File: config.mk
export PLATFORM = sky130hd
export DESIGN_NAME = rr_handshake_arbiter_flat
export DESIGN_NICKNAME = d
export VERILOG_FILES = /design/src/rtl/rr_handshake_arbiter_pkg.sv /design/src/rtl/rr_handshake_arbiter_if.sv /design/src/rtl/rr_priority_pick.sv /design/src/rtl/rr_handshake_arbiter.sv /design/src/flat_wrapper.sv
export SDC_FILE = /design/constraint.sdc
export NUM_CORES = 1
export LEC_CHECK = 0
export CAP_MARGIN = 20
export CORE_MARGIN = 8
export CORE_UTILIZATION = 40
export CTS_CLUSTER_DIAMETER = 80
export DETAILED_ROUTE_END_ITERATION = 6
export PLACE_DENSITY = 0.95
export REMOVE_ABC_BUFFERS = 1
export SETUP_SLACK_MARGIN = 0.5
export SLEW_MARGIN = 20
export SYNTH_ARGS = -nofsm -noshare
export SYNTH_HDL_FRONTEND = slang
export SYNTH_SLANG_ARGS = --single-unit
export TNS_END_PERCENT = 100
File: constraint.sdc
create_clock -name clk -period 4.6 [get_ports clk]
set_input_delay 0.92 -clock clk [delete_from_list [all_inputs] [get_ports clk]]
set_output_delay 0.92 -clock clk [all_outputs]
set_load 0.02 [all_outputs]
File: src/rtl/rr_handshake_arbiter_pkg.sv
// Shared types and helpers for the round-robin handshake arbiter.
// Default widths match the PE-lane front end of the shared datapath.
package rr_handshake_arbiter_pkg;

  localparam int DEF_NUM_REQ = 4;
  localparam int DEF_DATA_W  = 32;
  localparam int DEF_ID_W    = $clog2(DEF_NUM_REQ);

  typedef logic [DEF_DATA_W-1:0] beat_t;
  typedef logic [DEF_ID_W-1:0]   arb_id_t;

  // Next round-robin slot with an explicit wrap, so non-power-of-2 counts work
  function automatic int wrap_inc(input int idx, input int n);
    return (idx == n - 1) ? 0 : idx + 1;
  endfunction

endpackage

File: src/rtl/rr_handshake_arbiter_if.sv
// Requester-side and downstream valid/ready bundle of the arbiter.
// master drives requests and out_rdy; slave is the arbiter itself.
interface rr_handshake_arbiter_if
  import rr_handshake_arbiter_pkg::*;
#(
  parameter int NUM_REQ = DEF_NUM_REQ,
  parameter int DATA_W  = DEF_DATA_W,
  parameter int ID_W    = $clog2(NUM_REQ)
);

  logic [NUM_REQ-1:0]        req_vld;
  logic [NUM_REQ-1:0]        req_last;
  logic [NUM_REQ*DATA_W-1:0] req_data;
  logic [NUM_REQ-1:0]        req_rdy;
  logic                      out_vld;
  logic [DATA_W-1:0]         out_data;
  logic                      out_last;
  logic [ID_W-1:0]           out_id;
  logic                      out_rdy;
  logic                      locked;

  modport master (
    output req_vld, req_last, req_data, out_rdy,
    input  req_rdy, out_vld, out_data, out_last, out_id, locked
  );

  modport slave (
    input  req_vld, req_last, req_data, out_rdy,
    output req_rdy, out_vld, out_data, out_last, out_id, locked
  );

endinterface

File: src/rtl/rr_priority_pick.sv
// Rotating priority encoder: first set bit of req starting at ptr.
// Purely combinational; shared by the arbiters in the datapath.
module rr_priority_pick #(
  parameter int N    = 4,
  parameter int ID_W = $clog2(N)
) (
  input  logic [N-1:0]    req,
  input  logic [ID_W-1:0] ptr,
  output logic [ID_W-1:0] grant,
  output logic            grant_vld
);

  int idx;

  always_comb begin
    grant     = '0;
    grant_vld = 1'b0;
    idx       = 0;
    for (int k = 0; k < N; k++) begin
      idx = int'(ptr) + k;
      if (idx >= N) idx = idx - N;
      if (!grant_vld && req[idx]) begin
        grant_vld = 1'b1;
        grant     = ID_W'(idx);
      end
    end
  end

endmodule

File: src/rtl/rr_handshake_arbiter.sv
// Packet-aware N-to-1 round-robin arbiter with a registered output beat.
// Grant stays on one requester from first beat until its last beat.
module rr_handshake_arbiter
  import rr_handshake_arbiter_pkg::*;
#(
  parameter int NUM_REQ = DEF_NUM_REQ,
  parameter int DATA_W  = DEF_DATA_W,
  parameter int ID_W    = $clog2(NUM_REQ)
) (
  input logic                 clk,
  input logic                 rst,
  rr_handshake_arbiter_if.slave bus
);

  logic [NUM_REQ-1:0][DATA_W-1:0] data_v;
  logic [NUM_REQ-1:0] elig;
  logic [NUM_REQ-1:0] mask;
  logic [NUM_REQ-1:0] rdy;
  logic [ID_W-1:0]    grant;
  logic [ID_W-1:0]    rr_ptr;
  logic [ID_W-1:0]    lock_id;
  logic [ID_W-1:0]    out_id;
  logic [DATA_W-1:0]  out_data;
  logic               grant_vld;
  logic               load_en;
  logic               xfer;
  logic               out_vld;
  logic               out_last;
  logic               locked;

  assign data_v  = bus.req_data;
  assign load_en = bus.out_rdy | ~out_vld;

  always_comb begin
    elig = '0;
    if (locked) elig[lock_id] = 1'b1;
    else        elig = '1;
  end

  assign mask = bus.req_vld & elig;

  rr_priority_pick #(
    .N    (NUM_REQ),
    .ID_W (ID_W)
  ) u_pick (
    .req       (mask),
    .ptr       (rr_ptr),
    .grant     (grant),
    .grant_vld (grant_vld)
  );

  always_comb begin
    rdy = '0;
    if (load_en && grant_vld && !rst) rdy[grant] = 1'b1;
  end

  assign xfer = |(bus.req_vld & rdy);

  always_ff @(posedge clk) begin
    if (rst) begin
      out_vld  <= 1'b0;
      out_data <= '0;
      out_last <= 1'b0;
      out_id   <= '0;
      locked   <= 1'b0;
      lock_id  <= '0;
      rr_ptr   <= '0;
    end else if (xfer) begin
      out_vld  <= 1'b1;
      out_data <= data_v[grant];
      out_last <= bus.req_last[grant];
      out_id   <= grant;
      if (!bus.req_last[grant]) begin
        locked  <= 1'b1;
        lock_id <= grant;
      end else begin
        locked  <= 1'b0;
        rr_ptr  <= ID_W'(wrap_inc(int'(grant), NUM_REQ));
      end
    end else if (bus.out_rdy) begin
      out_vld <= 1'b0;
    end
  end

  assign bus.req_rdy  = rdy;
  assign bus.out_vld  = out_vld;
  assign bus.out_data = out_data;
  assign bus.out_last = out_last;
  assign bus.out_id   = out_id;
  assign bus.locked   = locked;

  a_rdy_onehot: assert property (@(posedge clk) $onehot0(rdy));

  a_out_hold: assert property (@(posedge clk) disable iff (rst)
    (out_vld && !bus.out_rdy) |=>
      (out_vld && $stable(out_data) && $stable(out_last) && $stable(out_id)));

  a_lock_grant: assert property (@(posedge clk) disable iff (rst)
    locked |-> (!grant_vld || grant == lock_id));

  // Requesters must not change a pending beat until it is taken
  for (genvar i = 0; i < NUM_REQ; i++) begin : g_req_hold
    a_req_hold: assert property (@(posedge clk) disable iff (rst)
      (bus.req_vld[i] && !rdy[i]) |=>
        (!bus.req_vld[i] || ($stable(data_v[i]) && $stable(bus.req_last[i]))));
  end

endmodule
File: src/flat_wrapper.sv
// flat-port wrapper written by rule: the top's interface ports become plain ports
module rr_handshake_arbiter_flat import rr_handshake_arbiter_pkg::*;
#(
  parameter int NUM_REQ = DEF_NUM_REQ,
  parameter int DATA_W  = DEF_DATA_W,
  parameter int ID_W    = $clog2(NUM_REQ)
)
  (clk, rst, bus_req_vld, bus_req_last, bus_req_data, bus_out_rdy, bus_req_rdy, bus_out_vld, bus_out_data, bus_out_last, bus_out_id, bus_locked);
  rr_handshake_arbiter_if #(.NUM_REQ(NUM_REQ), .DATA_W(DATA_W), .ID_W(ID_W)) bus_i ();
  input logic clk;
  input logic rst;
  input wire logic [$bits(bus_i.req_vld)-1:0] bus_req_vld;
  input wire logic [$bits(bus_i.req_last)-1:0] bus_req_last;
  input wire logic [$bits(bus_i.req_data)-1:0] bus_req_data;
  input wire logic [$bits(bus_i.out_rdy)-1:0] bus_out_rdy;
  output wire logic [$bits(bus_i.req_rdy)-1:0] bus_req_rdy;
  output wire logic [$bits(bus_i.out_vld)-1:0] bus_out_vld;
  output wire logic [$bits(bus_i.out_data)-1:0] bus_out_data;
  output wire logic [$bits(bus_i.out_last)-1:0] bus_out_last;
  output wire logic [$bits(bus_i.out_id)-1:0] bus_out_id;
  output wire logic [$bits(bus_i.locked)-1:0] bus_locked;
  assign bus_i.req_vld = bus_req_vld;
  assign bus_i.req_last = bus_req_last;
  assign bus_i.req_data = bus_req_data;
  assign bus_i.out_rdy = bus_out_rdy;
  assign bus_req_rdy = bus_i.req_rdy;
  assign bus_out_vld = bus_i.out_vld;
  assign bus_out_data = bus_i.out_data;
  assign bus_out_last = bus_i.out_last;
  assign bus_out_id = bus_i.out_id;
  assign bus_locked = bus_i.locked;
  rr_handshake_arbiter #(.NUM_REQ(NUM_REQ), .DATA_W(DATA_W), .ID_W(ID_W)) u_core (.clk(clk), .rst(rst), .bus(bus_i));
endmodule
==> results.json <==
{
  "status": "finished clean",
  "fin_util_pct": 70.0,
  "n_fill_cell": 560,
  "layout_common_cells": "174 x clkdlybuf4s50_1, 131 x nand2_1, 66 x nand3_1",
  "dr.pass1.iters": 4,
  "cts_tree": "built",
  "drv_slew": 0,
  "worstSetupPathType": "in2out",
  "drt.antenna.violating_nets": 0,
  "synth_edf_count": 0,
  "clock.fmax_ghz": 0.266,
  "critPathMaxFanout": 4,
  "p_leak_uw": 0.00196,
  "post_cts_buffers": 0,
  "cts_root_buffer": "clkbuf_8",
  "drc": 0,
  "numCtsBuffers": 5,
  "setup_violations": 0,
  "wirelength_um": 10200,
  "initial_utilization_pct": 41.1,
  "ys_ff_latch": 41,
  "drive_gt1_share_pct": 9.30,
  "syn_to_final_growth_pct": 70.2,
  "core_area_sq_mm": 0.00676,
  "die_area_sq_mm": 0.00987,
  "seq_area_frac_synth_pct": 29.5,
  "antenna_found_initial": 0,
  "peakVddDrop_v": 0.000157,
  "antenna_cells": 0,
  "hp-start": "u_core.bus.out_id[0]",
  "grt_pass1_vias": 3627,
  "tightestPinTransition_ps": 780,
  "synth_top_family_by_area": "simple AND/OR/NAND/NOR gates",
  "place_ws_ps": 326,
  "hold_viol_final": 0,
  "drtIter0Drc": 136,
  "crit_path_start_kind": "input pin",
  "cap_violations": 0,
  "finalCritPeriodShare_pct": 81.8,
  "synthArstFlopShare_pct": 0,
  "syn_inst": 407,
  "clkTransAtPathRegs_ps": 70,
  "grt_overflow": 0,
  "die-height_um": 99.4,
  "portBuffers": 179,
  "vias": 3480,
  "hold_class": "reg2reg",
  "clock_sinks": 41,
  "setup_ws_ps": 837,
  "worst_ep_arrival_time_ps": 2840,
  "via_per_inst": 5.35,
  "layout_min_cycle_time_ps": 3760,
  "synth_xor_area_share_pct": 0,
  "ys_warn_count": 0,
  "fin_cells": 650,
  "layout_commonest_cell": "clkdlybuf4s50_1",
  "wl_per_cell_um": 15.7,
  "fin_skew_ps": 4.01,
  "post_synth.cell_area_avg_sq_um": 6.83,
  "tns_ps": 0,
  "muxShareOfSynthArea_pct": 1.71,
  "setup.worst_path.start": "bus_req_vld[0]",
  "rows": 30,
  "critPathCaptureType": "output pin",
  "grt_pass1_wl_um": 16800,
  "rr_startpoint": "u_core.bus.locked",
  "routabilityCongestion": 0.876,
  "ctsHoldBuffers": 0,
  "whs_ps": 497,
  "synthSimpleGateAreaFrac_pct": 44.5,
  "grt_util_all_layers_pct": 20.4,
  "maxSlewHeadroom_pct": 48.0,
  "clockBufferDepth": 2,
  "worst_skew_pair.late_latency_ps": 280,
  "synth_fa_ha_area_share_pct": 0.900,
  "dpl.hpwl_um": 8070,
  "grt_max_degree": 46,
  "rsz0062_at_grt": "no",
  "ios": 180,
  "ys_types": 42,
  "cts_max_level": 2,
  "p_per_area_mw_per_mm2": 355,
  "placed_cells": 642,
  "synthesis.area_sq_mm": 0.00278,
  "nNetsFinal": 710,
  "synth-compound-area-share_pct": 17.7,
  "cp.required_ps": 3680,
  "synth-main-ff-cell": "dfxtp_1",
  "die_x_um": 99.4
}
[timing repair]
action | 4_1_cts | 5_1_grt
endpoints found under the setup margin | 3 | 4
pin swaps | 0 | 0
cloned | 0 | 0
resized for setup | 3 | 7
[Yosys cell counts (3+ instances only)]
library cell  instances  area (sq um)
buf_2                11          55.1
a31o_1                7          61.3
and2_1                3          18.8
buf_1                 6          22.5
inv_1                 3          11.3
nor2b_1               5          31.3
a21oi_1               7          35.0
nand2_1             131           492
o21a_1                3          22.5
a31o_2               25           219
nor3b_1              32           240
o21ai_0               5          25.0
dfxtp_1              41           821
nor2_1               12          45.0
clkbuf_1             16          60.1
nand3_1              66           330
nand2b_1              4          25.0
[metal layers]
layer | share of wire [%] | GRT usage, % | vias up
met1 | 38 | 21.8 | 1588
li1 | - | - | 1728
met3 | 8.2 | 7.33 | 18
met5 | 0 | 0 | -
met2 | 52 | 37.0 | 146
met4 | 1.8 | 5.59 | 0
[state kept, by name, summed over array words and instances, names as in the netlist]
register             flops
u_core.lock_id           2
u_core.bus.out_last      1
u_core.bus.out_vld       1
u_core.rr_ptr            2
u_core.bus.out_data     32
u_core.bus.locked        1
u_core.bus.out_id        2
[power by group]
group          internal [uW]  leakage [uW]  switching [uW]  total (uW)
clock                    105     0.0000450             114         219
sequential               446      0.000338            46.9         493
combinational            475       0.00158             493         968
total                   1030       0.00196             654        1680
[per-stage QoR]
step / power, uW / cell area, sq um
after global placement: 1440 / 4610
after global routing: 1810 / 4730
after CTS: 1690 / 4700
final: 1680 / 4730
after floorplan: 1020 / 2640
after detailed placement: 1460 / 4610
[kinds of logic after synthesis]
kind of cell               Yosys count
adders and majority gates            2
DFF                                 41
and+or+nand+nor                    261
AOI/OAI and AO/OA                   61
muxes                                4
buffers and inverters               38
[worst max-delay path, stage by stage]
cell	delay (ps)
clkdlybuf4s50_1	480
nand2_1	150
nor2_1	60
o211a_1	200
or3_1	420
inv_2	110
ha_1	160
and2_1	110
dlymetal6s2s_1	220
[layout make-up]
cell class                      instances  area, sq um  share of cell area, %
Multi-Input combinational cell        328         1830                   38.7
Sequential cell                        41          821                   17.3
Tap cell                               80          100                   2.12
Clock inverter                          2         10.0                  0.212
Timing Repair Buffer                  188         1880                   39.7
Inverter                                5         18.8                  0.397
Clock buffer                            6         72.6                   1.53
[worst paths after layout]
check	end	slack, ps	cells past startpoint
worst max-delay path	bus_req_rdy[2]	840	9
worst max register to register	u_core.bus.out_data[21]	1490	12
worst min register to register	u_core.bus.out_id[0]	500	2
worst min-delay path	u_core.bus.out_id[0]	500	2
No activity file was read; power rests on OpenSTA's default activity.
==> RTL edit 1: new RTL, same settings <==
Reset style: asynchronous (`rst`), changed in one clocked block.
--- a/src/rtl/rr_handshake_arbiter.sv
+++ b/src/rtl/rr_handshake_arbiter.sv
@@ -57,5 +57,5 @@
   assign xfer = |(bus.req_vld & rdy);
 
-  always_ff @(posedge clk) begin
+  always_ff @(posedge clk or posedge rst) begin
     if (rst) begin
       out_vld  <= 1'b0;
Function: differs if rst is asserted again (counterexample within 4 cycles, from zero or initial values and one cycle with rst high); with rst held inactive, the same outputs for 10 cycles.
==> RTL edit 1 against the unedited design <==
  * Design area grew 3.9%
  * Wire length down 4.6%
  * Fmax fell by 7.0%
  * Register-to-register slack got worse by 0.30 ns
  * Synthesized area up 8.6%
  * Sequential cell count stayed put
  * Sequential share of layout area grew 3.5 points
  * Setup slack worse by 0.28 ns
Power is not compared: it rests on default switching activity, and its combinational part moved more than twofold at a synthesized area within 25%.
==> RTL edit 1: results <==
[status]
outcome = "finished, final reports clean"

[clock_tree]
clk_pin_slew_ns = 0.07
h-tree-depth = 2
clk_latency_ns = 0.28

[global_route]
grt_util_all_layers_pct = 18.4
grt_pass1_wl_um = 15100
grt_pass1_vias = 3130
met2_usage_pct = 34.2
gr-usage-met3_pct = 6.75
grt_use_met1_pct = 18.1
grt_antenna_before_repair = 0
grt_max_degree = 66

[logic_synthesis]
synth.cells.most_frequent = "69 x mux2i_1, 41 x dfrtp_1, 36 x nand2_1"
synthArstFlopShare_pct = 100
synth_top_area_share_pct = 34.0
ys_top_cells_by_area = "dfrtp_1 34%, mux2i_1 23%, mux2_2 12%"
yosysUniqueCellTypes = 38
synthAdderAreaFrac_pct = 0.829
avgSynthCellArea_um2 = 10.3
ys_seq_area_share_pct = 34.0
synth_compound_area_share_pct = 13.2
ys_warn_count = 0
synthMuxAreaShare_pct = 35.9

[detailed_routing]
via_count = 2865
first_iter_violations = 132
dr_wl_met3_um = 859
wl_met2_um = 5130
dr.pass1.iters = 4
wl_met1_um = 3480
drt-total-wl_um = 9740

[placed_design]
hpwl_um = 7930
dp.cells = 555
post-place-ws_ns = 0.137
finalWeightedCongestion = 0.833
placed_area_um2 = 4790

[setup_path]
r2r_cells = 10
reg2reg_from = "u_core.rr_ptr[0]$_DFFE_PP0P_"
r2r_end = "u_core.bus.out_data[14]$_DFFE_PP0P_"
ff2ff_setup_slack_ns = 1.19
critPathLaunch = "bus_req_vld[3]"
worstPathArrival_ns = 3.13
path_max_fanout = 5

[timing]
clock_skew_ns = 0.0122
layout_setup_ws_ns = 0.553
max_slew_margin_pct = 29.5

[final_layout]
fillCellCount = 581
drive_gt1_share_pct = 13.9
final_cells = 565
syn_to_final_growth_pct = 62.9
nets = 606

[worst_hold_path]
holdCritPathClass = "reg -> reg"

[power]
power.total_mw = 3.52
==> RTL edit 1: cell count changes after synthesis, sizes merged, moves of 6 or more <==
cell,delta
nor3b,-32
mux2i,+68
dfxtp,-41
mux2,+32
nand2,-95
dfrtp,+41
clkbuf,-10
a31o,-32
nor2,-6
nand3,-65
o21ai,+33
==> RTL edit 1: cells by family (layout without fill, tap and decap cells) <==
family,after synthesis,after routing
AOI/OAI and AO/OA,61,61
adders and majority gates,2,2
buffers and inverters,30,204
DFF,41,41
muxes,104,104
and+or+nand+nor,54,54
==> RTL edit 1: worst min path at each step <==
stage,depth (start not counted),from,end,slack (ns)
3_5_place_dp,2,u_core.bus.out_data[4]$_DFFE_PP0P_,u_core.bus.out_data[4]$_DFFE_PP0P_,0.47
4_1_cts,2,u_core.bus.out_data[4]$_DFFE_PP0P_,u_core.bus.out_data[4]$_DFFE_PP0P_,0.49
6_report,2,u_core.bus.out_data[4]$_DFFE_PP0P_,u_core.bus.out_data[4]$_DFFE_PP0P_,0.49
3_3_place_gp,2,u_core.bus.out_data[21]$_DFFE_PP0P_,u_core.bus.out_data[21]$_DFFE_PP0P_,0.47
2_1_floorplan,2,u_core.lock_id[0]$_DFFE_PP0P_,u_core.lock_id[0]$_DFFE_PP0P_,0.58
5_1_grt,2,u_core.bus.out_data[10]$_DFFE_PP0P_,u_core.bus.out_data[10]$_DFFE_PP0P_,0.51
==> RTL edit 1: repair_timing <==
action,in CTS,in global routing
cloned,0,0
setup endpoints to repair,4,4
pin swaps,1,1
buffers inserted,1,1
resized for setup,7,8
==> RTL edit 1: cell type report <==
cell class,instances,area share [%]
inverter,10,0.814
clock inverter,1,0.102
timing repair buffer,186,37.2
sequential,41,20.9
clock buffer,7,1.96
tap,99,2.52
multi-input combinational,221,36.5
==> RTL edit 2: new RTL, same flow settings <==
Made on the original files. The package constant `DEF_NUM_REQ` goes from 4 to 8.
--- a/src/rtl/rr_handshake_arbiter_pkg.sv
+++ b/src/rtl/rr_handshake_arbiter_pkg.sv
@@ -3,5 +3,5 @@
 package rr_handshake_arbiter_pkg;
 
-  localparam int DEF_NUM_REQ = 4;
+  localparam int DEF_NUM_REQ = 8;
   localparam int DEF_DATA_W  = 32;
   localparam int DEF_ID_W    = $clog2(DEF_NUM_REQ);
Ports: changed (5 resized); port bits go from 180 to 321. The function was not compared with the original's and may differ.
==> RTL edit 2 against the unedited design <==
  * The flow now finishes with violations (DRC, setup timing)
  * Clock power grew 97%
  * Wire length grew to 3.0 times the old value
  * Synthesized area grew 80%
  * Fmax shrank 20%
  * Die area grew 65%
  * Setup slack lost 0.94 ns
  * Clock skew grew 0.0054 ns
  * Count of clock-buffer cells in the layout is the same
  * Sequential cell count grew 3
  * Design area grew 110%
  * Via count grew 110%
  * Total power grew to 5.7 times the old value
  * Critical path type unchanged
  * Critical endpoint unchanged
  * Highest routed layer is now met5
==> RTL edit 2: results <==
[power]
p_leak_nw = 3.81
power_density_nw_per_um2 = 954
powerSeq_mw = 0.689
clock_power_mw = 0.432
peakVddDrop_mv = 0.515
power_switching_mw = 4.51

[detailed_routing]
viasPerCell = 6.31
highest_layer = "met5"
wl_met2_um = 15200
wl_met1_um = 10500
via_count = 7227
dr.pass1.iters = 7
dr_wl_met3_um = 3090
drc = 25
first_iter_violations = 753
drt-total-wl_um = 31100

[global_route]
grt_max_degree = 37
grt_util_all_layers_pct = 31.5
grt_pass1_wl_um = 40000
grt_pass1_vias = 7032
grt_antenna_before_repair = 4
gr-usage-met3_pct = 9.03
met2_usage_pct = 56.3
grt_use_met1_pct = 33.0

[setup_path]
path_max_fanout = 5
critPathLaunch = "bus_req_vld[5]"
crit_slowest_cell = "mux4_2"
ff2ff_setup_slack_ns = 0.24
r2r_end = "u_core.rr_ptr[2]$_SDFFE_PP0P_"
path_delay_family = "compound AO/OA/AOI/OAI gates"
reg2reg_from = "u_core.rr_ptr[0]$_SDFFE_PP0P_"

[timing]
clock_skew_ns = 0.00941
worst_pin_slew_ns = 0.541
whs_ns = 0.448
setup_viol = 4
layout_setup_ws_ns = -0.101

[logic_synthesis]
synth.cells.most_frequent = "103 x mux2i_1, 84 x nand2_1, 44 x dfxtp_1"
synthXorXnorAreaFrac_pct = 0.877
synthCells = 580
synthMuxAreaShare_pct = 38.6
ys_seq_area_share_pct = 17.6
synthAdderAreaFrac_pct = 0.501
synth_compound_area_share_pct = 24.5
ys_top_cells_by_area = "mux2i_1 21%, dfxtp_1 18%, mux4_2 9.5%"

[final_layout]
drive_gt1_share_pct = 27.9
fillCellCount = 693
nets = 1247

[status]
violations = "DRC, setup timing"
outcome = "complete, but fails checks"

[worst_hold_path]
min_to = "u_core.bus.out_data[3]$_SDFFE_PP0P_"
worstHoldStart = "u_core.bus.out_data[3]$_SDFFE_PP0P_"

[placed_design]
hpwl_um = 20600
io_buffers = 320
placed_area_um2 = 8800
post-place-ws_ns = -0.799
finalWeightedCongestion = 0.970

[clock_tree]
root_buffer = "clkbuf_16"
==> RTL edit 2: cell count changes in the layout (fill, tap and decap cells not counted), sizes merged, moves of 21 or more <==
cell	unedited run	this run
mux4	0	21
o21ai	6	45
buf	10	115
mux2i	1	103
nand2	131	84
clkdlybuf4s50	174	304
a22oi	0	32
nand3	66	4
mux2	3	37
nor3b	32	3
a31o	32	2
o211ai	0	34
==> RTL edit 2: layout make-up <==
| class | instances | area, um2 | share of cell area (%) |
|---|---|---|---|
| diodes | 2 | 5.00 | 0.0502 |
| clock buffers | 6 | 139 | 1.39 |
| clock inverters | 2 | 38.8 | 0.389 |
| inverters | 7 | 26.3 | 0.264 |
| multi-input cells | 480 | 4310 | 43.2 |
| flip-flops and latches | 44 | 883 | 8.86 |
| well taps | 172 | 215 | 2.16 |
| repair buffers | 432 | 4350 | 43.6 |
==> RTL edit 2: timing repair <==
item	in CTS	in global routing
cloned	2	8
resized for setup	115	81
buffers inserted	18	15
hold buffers	0	0
pin swaps	16	23
setup endpoints to repair	48	48
